[src/rtl/calc_n_pkg.sv]
// Shared command/response encodings and per-port state type for the calc_n block.
package calc_n_pkg;

   localparam int CMD_W  = 4;
   localparam int RESP_W = 2;

   localparam logic [CMD_W-1:0] CMD_NONE = 4'd0;
   localparam logic [CMD_W-1:0] CMD_ADD  = 4'd1;
   localparam logic [CMD_W-1:0] CMD_SUB  = 4'd2;
   localparam logic [CMD_W-1:0] CMD_SHL  = 4'd5;
   localparam logic [CMD_W-1:0] CMD_SHR  = 4'd6;

   localparam logic [RESP_W-1:0] RESP_NONE = 2'b00;
   localparam logic [RESP_W-1:0] RESP_OK   = 2'b01;
   localparam logic [RESP_W-1:0] RESP_ERR  = 2'b10;

   typedef enum logic [1:0] {
      ST_IDLE = 2'd0,
      ST_OP2  = 2'd1,
      ST_PEND = 2'd2,
      ST_RESP = 2'd3
   } port_state_t;

endpackage

[src/rtl/calc_n_port.sv]
// Per-port request FSM: captures command/op1, then op2, waits for a grant and
// presents the registered result for one cycle.
module calc_n_port
   import calc_n_pkg::*;
#(
   parameter int DW = 32
) (
   input  logic              clk,
   input  logic              rst,
   input  logic [CMD_W-1:0]  cmd,
   input  logic [DW-1:0]     data,
   input  logic              gnt,
   input  logic [RESP_W-1:0] res_code,
   input  logic [DW-1:0]     res_data,
   output logic              pend,
   output logic [CMD_W-1:0]  cmd_q,
   output logic [DW-1:0]     op1_q,
   output logic [DW-1:0]     op2_q,
   output logic [RESP_W-1:0] resp,
   output logic [DW-1:0]     resp_data
);

   port_state_t       state, state_nxt;
   logic              op1_ld, op2_ld;
   logic [RESP_W-1:0] res_code_q;
   logic [DW-1:0]     res_data_q;

   always_ff @(posedge clk or posedge rst) begin
      if (rst) begin
         state <= ST_IDLE;
      end else begin
         state <= state_nxt;
      end
   end

   // Operand and result holding registers carry no reset: they are only
   // observable once the FSM has walked through the states that load them.
   always_ff @(posedge clk) begin
      if (op1_ld) begin
         cmd_q <= cmd;
         op1_q <= data;
      end
      if (op2_ld) begin
         op2_q <= data;
      end
      if (gnt) begin
         res_code_q <= res_code;
         res_data_q <= res_data;
      end
   end

   always_comb begin
      state_nxt = state;
      op1_ld    = 1'b0;
      op2_ld    = 1'b0;
      case (state)
         ST_IDLE, ST_RESP: begin
            if (cmd != CMD_NONE) begin
               op1_ld    = 1'b1;
               state_nxt = ST_OP2;
            end else begin
               state_nxt = ST_IDLE;
            end
         end
         ST_OP2: begin
            op2_ld    = 1'b1;
            state_nxt = ST_PEND;
         end
         ST_PEND: begin
            if (gnt) begin
               state_nxt = ST_RESP;
            end
         end
         default: state_nxt = ST_IDLE;
      endcase
   end

   assign pend      = (state == ST_PEND);
   assign resp      = (state == ST_RESP) ? res_code_q : RESP_NONE;
   assign resp_data = (state == ST_RESP) ? res_data_q : '0;

endmodule

[src/rtl/calc_n.sv]
// Multi-port calculator: NPORTS request FSMs share one ALU through a
// round-robin arbiter. Define CALC_N_SHIFT_EN to enable the shift commands.
module calc_n
   import calc_n_pkg::*;
#(
   parameter int NPORTS = 4,
   parameter int DW     = 32
) (
   input  logic                     c_clk,
   input  logic                     reset,
   input  logic [NPORTS*CMD_W-1:0]  req_cmd_in,
   input  logic [NPORTS*DW-1:0]     req_data_in,
   output logic [NPORTS*RESP_W-1:0] out_resp,
   output logic [NPORTS*DW-1:0]     out_data
);

   localparam int PW = (NPORTS > 1) ? $clog2(NPORTS) : 1;
`ifdef CALC_N_SHIFT_EN
   localparam int SW = $clog2(DW);
`endif

   if (NPORTS < 1 || NPORTS > 8) begin : g_bad_nports
      $error("calc_n: NPORTS must be in 1..8");
   end
   if (DW < 8 || DW > 64 || (DW & (DW - 1)) != 0) begin : g_bad_dw
      $error("calc_n: DW must be a power of two in 8..64");
   end

   logic [NPORTS-1:0] pend;
   logic [NPORTS-1:0] gnt;
   logic [CMD_W-1:0]  cmd_q [NPORTS];
   logic [DW-1:0]     op1_q [NPORTS];
   logic [DW-1:0]     op2_q [NPORTS];
   logic [PW-1:0]     ptr;
   logic [PW-1:0]     gnt_idx_p0;
   logic              vld_p0;
   logic [DW+1:0]     alu_p0;

   // Returns {resp_code, result}; every error case forces the result to zero.
   function automatic logic [DW+1:0] alu_eval(input logic [CMD_W-1:0] op,
                                              input logic [DW-1:0]    a,
                                              input logic [DW-1:0]    b);
      logic [DW:0] sum;
      sum = {1'b0, a} + {1'b0, b};
      case (op)
         CMD_ADD: alu_eval = sum[DW] ? {RESP_ERR, {DW{1'b0}}} : {RESP_OK, sum[DW-1:0]};
         CMD_SUB: alu_eval = (b > a) ? {RESP_ERR, {DW{1'b0}}} : {RESP_OK, a - b};
`ifdef CALC_N_SHIFT_EN
         CMD_SHL: alu_eval = {RESP_OK, a << b[SW-1:0]};
         CMD_SHR: alu_eval = {RESP_OK, a >> b[SW-1:0]};
`endif
         default: alu_eval = {RESP_ERR, {DW{1'b0}}};
      endcase
   endfunction

   // Stage p0: pick one pending port starting at ptr and evaluate its operation.
   always_comb begin
      logic [PW-1:0] idx;
      gnt        = '0;
      gnt_idx_p0 = '0;
      vld_p0     = 1'b0;
      idx        = '0;
      for (int i = 0; i < NPORTS; i++) begin
         idx = PW'((int'(ptr) + i) % NPORTS);
         if (!vld_p0 && pend[idx]) begin
            vld_p0     = 1'b1;
            gnt_idx_p0 = idx;
            gnt[idx]   = 1'b1;
         end
      end
   end

   assign alu_p0 = alu_eval(cmd_q[gnt_idx_p0], op1_q[gnt_idx_p0], op2_q[gnt_idx_p0]);

   always_ff @(posedge c_clk or posedge reset) begin
      if (reset) begin
         ptr <= '0;
      end else if (vld_p0) begin
         ptr <= (gnt_idx_p0 == PW'(NPORTS - 1)) ? '0 : gnt_idx_p0 + 1'b1;
      end
   end

   for (genvar p = 0; p < NPORTS; p++) begin : g_port
      calc_n_port #(
         .DW(DW)
      ) u_port (
         .clk      (c_clk),
         .rst      (reset),
         .cmd      (req_cmd_in[p*CMD_W +: CMD_W]),
         .data     (req_data_in[p*DW +: DW]),
         .gnt      (gnt[p]),
         .res_code (alu_p0[DW+1:DW]),
         .res_data (alu_p0[DW-1:0]),
         .pend     (pend[p]),
         .cmd_q    (cmd_q[p]),
         .op1_q    (op1_q[p]),
         .op2_q    (op2_q[p]),
         .resp     (out_resp[p*RESP_W +: RESP_W]),
         .resp_data(out_data[p*DW +: DW])
      );
   end

endmodule

[config.mk]
export PLATFORM = sky130hd
export DESIGN_NAME = calc_n
export DESIGN_NICKNAME = d
export VERILOG_FILES = /design/src/rtl/calc_n_pkg.sv /design/src/rtl/calc_n_port.sv /design/src/rtl/calc_n.sv
export SDC_FILE = /design/constraint.sdc
export NUM_CORES = 1
export LEC_CHECK = 0
export ABC_AREA = 1
export ABC_CLOCK_PERIOD_IN_PS = 8650
export CORE_MARGIN = 10
export CORE_UTILIZATION = 45
export CTS_CLUSTER_DIAMETER = 150
export CTS_CLUSTER_SIZE = 24
export DETAILED_ROUTE_END_ITERATION = 16
export GPL_TIMING_DRIVEN = 0
export PLACE_DENSITY = 0.65
export RECOVER_POWER = 100
export SLEW_MARGIN = 25
export SYNTH_ARGS = -nofsm -noshare
export SYNTH_HDL_FRONTEND = slang
export SYNTH_SLANG_ARGS = --single-unit
[constraint.sdc]
create_clock -name c_clk -period 8.65 [get_ports c_clk]
set_input_delay 1.73 -clock c_clk [delete_from_list [all_inputs] [get_ports c_clk]]
set_output_delay 1.73 -clock c_clk [all_outputs]
set_load 0.1 [all_outputs]
==> key figures <==
Timing
  • Min setup slack post-route: around 0.85 ns
  • Worst Skew: just over 0.03 ns
  • Unrepaired setup endpoints after global routing: false
  • Slew headroom: -0.4716
  • Final TNS setup: 0 ns
  • Slew Viols, Final: roughly 240
  • Crit share post-route: 0.9014
  • Hold_ws: between 0.6 and 0.7 ns
  • Fmax: ~0.13 GHz
  • # setup viols final: 0
  • Final count of hold timing violations: 0
  • Worst slew pin tran: between 2 and 2.5 ns
  • Tmin final: 7.797 ns

Yosys
  • Synth top area share: 0.5569
  • Register area share after synthesis: 0.5682
  • Synth Register Bits: 418
  • Top cells by area, synth: edfxtp_1, nand2_1, inv_1
  • Post-synthesis average cell area: approximately 9.4 um2
  • YS warnings: 0
  • Area leader, netlist: edfxtp_1
  • Async SR Flop Fraction: 0.02392
  • Yosys cell types: between 40 and 50
  • Mapped Area: around 22000 um2
  • Gate Count Post-Synth: between 2k and 2.5k
  • Post-synth EDFFs: roughly 400
  • Net Count, Synth: around 2.6k
  • Most frequently used flop master after synthesis: edfxtp_1

Route
  • Post-DRT Antenna Nets: 0
  • Drc violations: 0
  • Initial DRC Count: ~1.9k
  • WL/cell: approximately 23 um
  • Avg Vias per Cell: approximately 5.4
  • Vias: about 18k
  • DR pass1 iterations: 6
  • Final WL: ~75000 um

GRT
  • First-pass GRT wire length: between 100000 and 150000 um
  • Initial antenna violation count: 0
  • Global-route usage over all layers: 0.2526
  • Vias in the first global route: between 15k and 20k
  • Largest net degree at the start of global routing: 33
  • Overflow after GRT: 0

Placed design
  • GP Congestion: 0.9905
  • Detail Placement HPWL: approximately 60000 um
  • Place WS: around 1.5 ns
  • I/O Buffers: ~280

Status
  • Status: finished, violations left
  • Violated checks: max-capacitance violations, max-slew violations

CTS
  • Clock Pin Slew Worst Setup and Hold Paths: roughly 0.11 ns
  • Clk Latency, worst-skew pair: approximately 0.56 ns
  • TritonCTS clock tree: built
  • Max H-tree Level: 1
  • Postcts setup bufs: 0
  • Root Driver: clkbuf_16
  • Post-CTS Hold Buffers: 0
  • Clock Sinks: 418
  • Total CTS buffers: 21
  • Clock Tree Buf Depth: 3
  • Post-CTS sizing: 0

Run
  • Max-Cap Viols: 9

Worst setup path
  • Crit-path max FO: 10
  • Crit path capture type: register
  • Critical Setup Path Class: reg -> reg
  • Arrival @ worst endpoint: ~8.0 ns
  • Critical Path Start Type: register
  • Critical path required time: 8.87 ns
  • Most frequent CP cell: nand3_1
  • Crit path max-delay cell type: o21ai_0
  • Max stage delay on crit path: between 0.7 and 0.8 ns
  • Reg2Reg Depth: 25

Cells and area
  • Fin util: 0.5448
  • Area growth from synthesis to layout: 18.97%
  • Final nets: ~2.9k
  • # diodes: 0
  • FILL cells: between 4k and 5k
  • Share of layout cells above drive strength 1: 0.04559

Floorplan
  • Core ar.: 48050 um2
  • Die X: approximately 240 um
  • Row count: 80
  • Die Area: between 50000 and 60000 um2
  • Die height: 241.1 um
  • Starting density of the core: 0.4579
  • I/O pins: around 280

Worst hold path
  • Hold Crit Class: reg -> reg
  • Hold Path Stages: 2
## worst max-delay path, delay by kind of cell, from the launching register on
family | cells | cell delay [ns]
compound gates | 7 | 2.38
fa+ha+maj | 2 | 0.70
buf+inv | 8 | 2.33
flops | 1 | 0.59
simple gates | 8 | 1.40
## sequential cells by signal, summed over array words and instances, names as in the netlist
register and cells:
g_port.u_port.state 8, ptr 2, g_port.u_port.op2_q 128, g_port.u_port.cmd_q 16, g_port.u_port.op1_q 128, g_port.u_port.res_data_q 128, g_port.u_port.res_code_q 8
## cell families (layout without fill, tap and decap cells)
group	Yosys count	in the layout	synth area share
simple gates	940	940	0.1845
buf+inv	518	840	0.09412
xor+xnor	23	23	0.009156
compound gates	350	350	0.09611
fa+ha+maj	83	83	0.04788
flops	418	418	0.5682
## stage by stage
| step | std cells | area [um2] |
|---|---|---|
| after floorplan | 2332 | 22000 |
| after global placement | 3228 | 25580 |
| after detailed placement | 3240 | 25930 |
| after CTS | 3269 | 26490 |
| after global routing | 3269 | 26180 |
| final | 3269 | 26180 |
## worst paths after layout
path / startpoint / slack (ns) / to
setup reg to reg: ptr[1] / 0.85 / g_port[2].u_port.res_data_q[6]
hold reg to reg: g_port[2].u_port.state[0] / 0.62 / g_port[2].u_port.state[0]
max in group asynchronous: reset / 6.67 / g_port[2].u_port.state[1]
hold / removal: g_port[2].u_port.state[0] / 0.62 / g_port[2].u_port.state[0]
setup / recovery: ptr[1] / 0.85 / g_port[2].u_port.res_data_q[6]
min in group asynchronous: reset / 1.65 / ptr[1]
## Yosys cell counts, types with 3 or more instances
library cell	count
a32oi_1	21
buf_4	6
buf_2	37
o22ai_1	17
or2_2	15
nand3_2	4
nand2_1	492
o21a_1	4
o21ai_1	11
nor2_1	205
edfxtp_1	408
nand2_2	9
nand4_1	65
nand2_4	3
dfrtp_1	10
a21boi_0	6
or2_1	20
buf_6	7
o21bai_1	10
a21o_1	10
inv_2	8
nor3_1	11
a22oi_1	16
or2_0	4
nand3_1	98
xor2_1	22
o21ai_0	85
ha_1	81
a32oi_2	11
inv_1	410
nor4_1	6
a21oi_1	152
clkbuf_1	47
## layout make-up
type	count	area (um2)	area share
clock inverter	1	16.27	0.0006214
buffer	99	491.7	0.01879
multi-input combinational	1396	7408	0.2830
sequential	418	12500	0.4776
clock buffer	28	551.8	0.02108
timing repair buffer	293	2858	0.1092
inverter	419	1578	0.06028
tap	615	769.5	0.02940
## layer usage
metal / wire length [um] / global-route usage / vias up / part of all wire
met2: 35830 / 0.4337 / 840 / 0.48
li1: - / - / 8334 / -
met3: 6311 / 0.03570 / 106 / 0.084
met4: 1882 / 0.06611 / 0 / 0.025
met5: 0 / 0 / - / 0
met1: 30750 / 0.3296 / 8413 / 0.41
## cells in the final DEF (no fill, tap or decap), types with 15 or more instances in the layout
cell,netlist,layout
dlygate4sd3_1,0,281
edfxtp_1,408,408
a22oi_1,16,16
a21oi_1,152,152
ha_1,81,81
clkbuf_16,0,21
or2_1,20,20
nand3_1,98,100
or2_2,15,15
a32oi_1,21,21
buf_2,37,36
nand2_1,492,493
nand4_1,65,65
o22ai_1,17,17
inv_1,410,412
clkbuf_1,47,68
nor2_1,205,205
o21ai_0,85,94
xor2_1,22,22
Power is not shown: default switching activity piles up to over one toggle a cycle in this logic, so the estimate is an artifact.
